File: config.mk
export PLATFORM = sky130hd
export DESIGN_NAME = onchip_mem_arbiter
export DESIGN_NICKNAME = d
export VERILOG_FILES = /design/src/rtl/onchip_mem_arbiter.sv
export SDC_FILE = /design/constraint.sdc
export NUM_CORES = 1
export LEC_CHECK = 0
export BUFFER_PORTS_ARGS = -buffer_cell sky130_fd_sc_hd__buf_2
export CORE_AREA = 4 4 96 98
export CTS_CLUSTER_SIZE = 8
export DETAILED_ROUTE_END_ITERATION = 7
export DIE_AREA = 0 0 100 102
export GPL_TIMING_DRIVEN = 0
export PLACE_DENSITY_LB_ADDON = 0.12
export SLEW_MARGIN = 40
export SYNTH_ARGS = -nofsm -noshare
export SYNTH_HDL_FRONTEND = slang
export SYNTH_SLANG_ARGS = --single-unit
export TNS_END_PERCENT = 10
File: constraint.sdc
create_clock -name clk -period 3.5 [get_ports clk]
set_input_delay 0.35 -clock clk [delete_from_list [all_inputs] [get_ports clk]]
set_output_delay 0.35 -clock clk [all_outputs]
set_load 0.03 [all_outputs]
File: src/rtl/onchip_mem_arbiter.sv
// Two-master arbiter in front of a single-port on-chip RAM.
// Alternates masters on contention; one read in flight; 1-cycle latency.
//
// Ports:
//   clk, reset_n        clock, async active-low reset
//   freeze              blocks new grants while high
//   mN_address/byteenable/read/write/writedata   requester N inputs
//   mN_waitrequest/readdata/readdatavalid        requester N outputs
//   mem_address/byteenable/chipselect/write/writedata/clken  RAM port
//   mem_readdata        RAM data, valid the cycle after the address edge
module onchip_mem_arbiter #(
  parameter int ADDR_W = 13,
  parameter int DATA_W = 32,
  parameter int DEPTH  = 5120
) (
  input  logic                clk,
  input  logic                reset_n,
  input  logic                freeze,

  input  logic [ADDR_W-1:0]   m0_address,
  input  logic [DATA_W/8-1:0] m0_byteenable,
  input  logic                m0_read,
  input  logic                m0_write,
  input  logic [DATA_W-1:0]   m0_writedata,
  output logic                m0_waitrequest,
  output logic [DATA_W-1:0]   m0_readdata,
  output logic                m0_readdatavalid,

  input  logic [ADDR_W-1:0]   m1_address,
  input  logic [DATA_W/8-1:0] m1_byteenable,
  input  logic                m1_read,
  input  logic                m1_write,
  input  logic [DATA_W-1:0]   m1_writedata,
  output logic                m1_waitrequest,
  output logic [DATA_W-1:0]   m1_readdata,
  output logic                m1_readdatavalid,

  output logic [ADDR_W-1:0]   mem_address,
  output logic [DATA_W/8-1:0] mem_byteenable,
  output logic                mem_chipselect,
  output logic                mem_write,
  output logic [DATA_W-1:0]   mem_writedata,
  output logic                mem_clken,
  input  logic [DATA_W-1:0]   mem_readdata
);

  localparam int BE_W = DATA_W / 8;
  localparam logic [ADDR_W:0] LIMIT = DEPTH[ADDR_W:0];

  logic act0;
  logic act1;
  logic run;
  logic may0;
  logic may1;
  logic gnt0;
  logic gnt1;
  logic gnt;

  logic [ADDR_W-1:0] sel_addr;
  logic [BE_W-1:0]   sel_be;
  logic [DATA_W-1:0] sel_wd;
  logic              sel_wr;
  logic              in_range;

  // last_grant: 0 = m0 served last, 1 = m1 served last
  logic              last_grant;
  logic [ADDR_W-1:0] addr_q;
  logic [BE_W-1:0]   be_q;
  logic [DATA_W-1:0] wd_q;

  logic rd_valid;
  logic rd_owner;
  logic rd_oor;

  assign act0 = m0_read | m0_write;
  assign act1 = m1_read | m1_write;
  assign run  = reset_n & ~freeze;

  // may_N: master N would win this cycle if it asks.
  // Independent of its own request, so an idle master
  // sees waitrequest low exactly when it would be served.
  assign may0 = run & (~act1 | last_grant);
  assign may1 = run & (~act0 | ~last_grant);

  assign gnt0 = may0 & act0;
  assign gnt1 = may1 & act1;
  assign gnt  = gnt0 | gnt1;

  assign m0_waitrequest = ~may0;
  assign m1_waitrequest = ~may1;

  always_comb begin
    sel_addr = m0_address;
    sel_be   = m0_byteenable;
    sel_wd   = m0_writedata;
    sel_wr   = m0_write;
    unique case (1'b1)
      gnt1: begin
        sel_addr = m1_address;
        sel_be   = m1_byteenable;
        sel_wd   = m1_writedata;
        sel_wr   = m1_write;
      end
      default: ;
    endcase
  end

  assign in_range = {1'b0, sel_addr} < LIMIT;

  // Out-of-range accesses are accepted but never reach the RAM.
  assign mem_chipselect = gnt & in_range;
  assign mem_write      = mem_chipselect & sel_wr;
  assign mem_address    = gnt ? sel_addr : addr_q;
  assign mem_byteenable = gnt ? sel_be   : be_q;
  assign mem_writedata  = gnt ? sel_wd   : wd_q;
  assign mem_clken      = reset_n;

  always_ff @(posedge clk or negedge reset_n) begin
    if (!reset_n) begin
      last_grant <= 1'b1;
      addr_q     <= '0;
      be_q       <= '0;
      wd_q       <= '0;
    end else if (gnt) begin
      last_grant <= gnt1;
      addr_q     <= sel_addr;
      be_q       <= sel_be;
      wd_q       <= sel_wd;
    end
  end

  always_ff @(posedge clk or negedge reset_n) begin
    if (!reset_n) begin
      rd_valid <= 1'b0;
      rd_owner <= 1'b0;
      rd_oor   <= 1'b0;
    end else begin
      rd_valid <= gnt & ~sel_wr;
      if (gnt) begin
        rd_owner <= gnt1;
        rd_oor   <= ~in_range;
      end
    end
  end

  assign m0_readdatavalid = rd_valid & ~rd_owner;
  assign m1_readdatavalid = rd_valid & rd_owner;

  assign m0_readdata =
    (m0_readdatavalid & ~rd_oor) ? mem_readdata : '0;
  assign m1_readdata =
    (m1_readdatavalid & ~rd_oor) ? mem_readdata : '0;

endmodule

==> results.md <==
- Number of buffers added on ports: 256
- Total CTS buffers: 5
- Syn. warnings: 0
- Tcrit/Tclk final: 77.8%
- Critical path launch point type: input pin
- # DRC: 0
- Crit path DAT: 2370 ps
- TritonCTS clock tree: built
- Synthesized instance count: 280
- Core ar.: 8470 um2
- Setup violators final: 0
- Clock skew: 4.86 ps
- Clk slew on worst S/H paths: 100 ps
- First-pass GRT wire length: 17.0 mm
- Clock Sinks: 53
- Post-route antenna net violation count: 0
- Vias in the first global route: 3368
- Fmax: 0.367 GHz
- Max-slew violations: 0
- Layout cell share with drive strength beyond 1: 50.7%
- Initial DRC Count: 111
- Vias per cell: 5.18
- MaxCap Viol Count: 0
- Synth cell types: 27
- Crit-path slowest cell: buf_4
- Setup CP Type: input pin to primary output
- Slowest stage delay, CP: 550 ps
- Average wire per standard cell: 17.1 um
- PwrDens: 512 nW/um2
- Sequential-to-total area share from yosys stat: 43.2%
- Setup TNS: 0 ps
- Synth Cell Area: 3070 um2
- Hold Fails Final Rpt: 0
- Post-CTS setup buffer count: 0
- CTS max path bufs: 2
- Worst path cell trace: buf_4, nor2b_1, buf_2, clkbuf_1, nand4b_1, o221a_1, buf_2
- Critical path required time: 3150 ps
- Initial antenna violation count: 1
- Die H: 102 um
- DRT Wirelength: 11.2 mm
- Hpwl dp: 8.86 mm
- All-Layer GR Usage: 20.7%
- Synthesized net count: 417
- Routability Congestion: 0.867
- Worst VDD drop: 233 uV
- Die width: 100 um
- Worst setup EP type: primary output
- FF+latch count, synth: 53
- Post-CTS Resized: 0
- Worst slew pin tran: 717 ps
- Placed cell count: 644
- CTS Hold Bufs: 0
- Largest net degree at the start of global routing: 57
- Leakage: 2.25 nW
- Die Footprint: 10200 um2
- Starting density of the core: 36.3%
- DR vias: 3390
- Syn Area/Cell: 11.0 um2
- Hold Crit Class: input pin to async pin
- Most used cell, CP: buf_2
- Overflow after GRT: 0
- Post-layout min period: 2720 ps
- Iteration count of the initial detailed-routing pass: 4
- RSZ-0062 raised after global routing: false
- Layout Nets: 680
- Clk_lat worst skew: 310 ps
- Row Count: 34
- Non-Filler Instances: 654
- Status: finished, final reports clean
- CTS HTree Levels: 2
- Slew headroom: 52.2%
- CTS root buffer: clkbuf_8
- I/O Pins: 257
- Synthesis-to-finish area growth: 50.3%
- Worst-path fanout max: 56
-- logic make-up (layout without fill, tap and decap cells) --
logic type,count (synthesis),after routing,share of synthesized area (%)
compound gates,61,61,20.4
buf+inv,37,301,6.23
flops,53,53,43.2
other cells,0,2,0
simple gates,129,129,30.1
-- worst max-delay path: cells and delay by family --
kind / cells / cell delay, ps
buffers and inverters: 4 / 1380
AND/OR/NAND/NOR: 2 / 450
AO/OA/AOI/OAI: 1 / 170
-- per-layer routing --
layer  GRT usage [%]  vias up  routed length, um
met4            6.11        0                216
met2            37.6      155               5790
li1                -     1611                  -
met1            24.8     1609               4260
met5               0        -                  0
met3            4.30       15                930
-- cell type report --
type                    instances  area [um2]
multi-input cells             190        1550
repair buffers                256        1280
well taps                     108         135
flip-flops and latches         53        1330
fillers                       830        3850
clock buffers                   6        82.6
inverters                       2        7.51
plain buffers                  35         184
diodes                          2        5.00
clock inverters                 2        37.5
-- metrics by stage --
step           hold slack [ps]  total power (W)  utilization (%)  area (um2)  worst slack [ps]
3_5_place_dp               454          0.00194             53.0        4490               706
6_report                  83.0          0.00236             54.5        4620               778
4_1_cts                    104          0.00238             54.5        4610               733
2_1_floorplan             54.4          0.00157                -        3070              1420
3_3_place_gp               487          0.00193             53.0        4490               332
5_1_grt                    121          0.00249             54.5        4610               520
-- sequential cells by signal, indices dropped and copies added (netlist names) --
name / flops
rd_owner: 1
be_q: 4
last_grant: 1
wd_q: 32
rd_oor: 1
addr_q: 13
rd_valid: 1
-- Yosys cell counts, drive strengths merged --
master | n | share of area (%)
nand4 | 2 | 0.41
a21oi | 2 | 0.33
or2 | 2 | 0.41
o211a | 1 | 0.33
nor2b | 2 | 0.41
and3 | 1 | 0.20
o221a | 49 | 18
o21a | 2 | 0.49
nand3 | 1 | 0.16
inv | 2 | 0.24
nor3b | 2 | 0.49
o21ai | 5 | 0.81
nand2 | 4 | 0.49
buf | 12 | 3.2
and2 | 65 | 13
dfstp | 1 | 0.86
nand4bb | 1 | 0.37
o21bai | 1 | 0.24
nand4b | 49 | 14
dfrtp | 52 | 42
clkbuf | 23 | 2.8
a211oi | 1 | 0.24
-- report_power, final --
part	internal [W]	leakage (nW)	total [W]	switching [W]
Sequential	0.000775	0.579	0.000833	0.0000573
Combinational	0.000380	1.61	0.00108	0.000705
Clock	0.000233	0.0574	0.000446	0.000213
Total	0.00139	2.25	0.00236	0.000976
-- layout by cell type (no fill, tap or decap) --
master | netlist | layout
a211oi_1 | 1 | 1
a21oi_1 | 2 | 2
and2_1 | 65 | 65
and3_1 | 1 | 1
buf_1 | 2 | 2
buf_2 | 3 | 258
buf_4 | 1 | 2
buf_6 | 6 | 6
bufinv_16 | 0 | 1
clkbuf_1 | 23 | 23
clkbuf_8 | 0 | 6
clkinvlp_4 | 0 | 1
dfrtp_1 | 52 | 52
dfstp_2 | 1 | 1
diode_2 | 0 | 2
inv_1 | 1 | 1
inv_2 | 1 | 1
nand2_1 | 4 | 4
nand3_1 | 1 | 1
nand4_1 | 2 | 2
nand4b_1 | 49 | 49
nand4bb_1 | 1 | 1
nor2b_1 | 2 | 2
nor3b_1 | 2 | 2
o211a_1 | 1 | 1
o21a_1 | 2 | 2
o21ai_0 | 2 | 2
o21ai_1 | 3 | 3
o21bai_1 | 1 | 1
o221a_1 | 49 | 49
or2_1 | 2 | 2
-- final timing paths --
path,startpoint,endpoint,slack [ps],cells after the start
setup / recovery,reset_n,mem_writedata[4],780,7
hold / removal,reset_n,addr_q[4]$_DFF_PN0_,80,1
setup reg to reg,last_grant$_DFFE_PN1N_,wd_q[29]$_DFF_PN0_,1760,4
hold reg to reg,last_grant$_DFFE_PN1N_,last_grant$_DFFE_PN1N_,510,2
max in group asynchronous,reset_n,wd_q[3]$_DFF_PN0_,2940,1
min in group clk,m1_writedata[8],wd_q[8]$_DFF_PN0_,320,2
(Power assumes the default switching activity.)
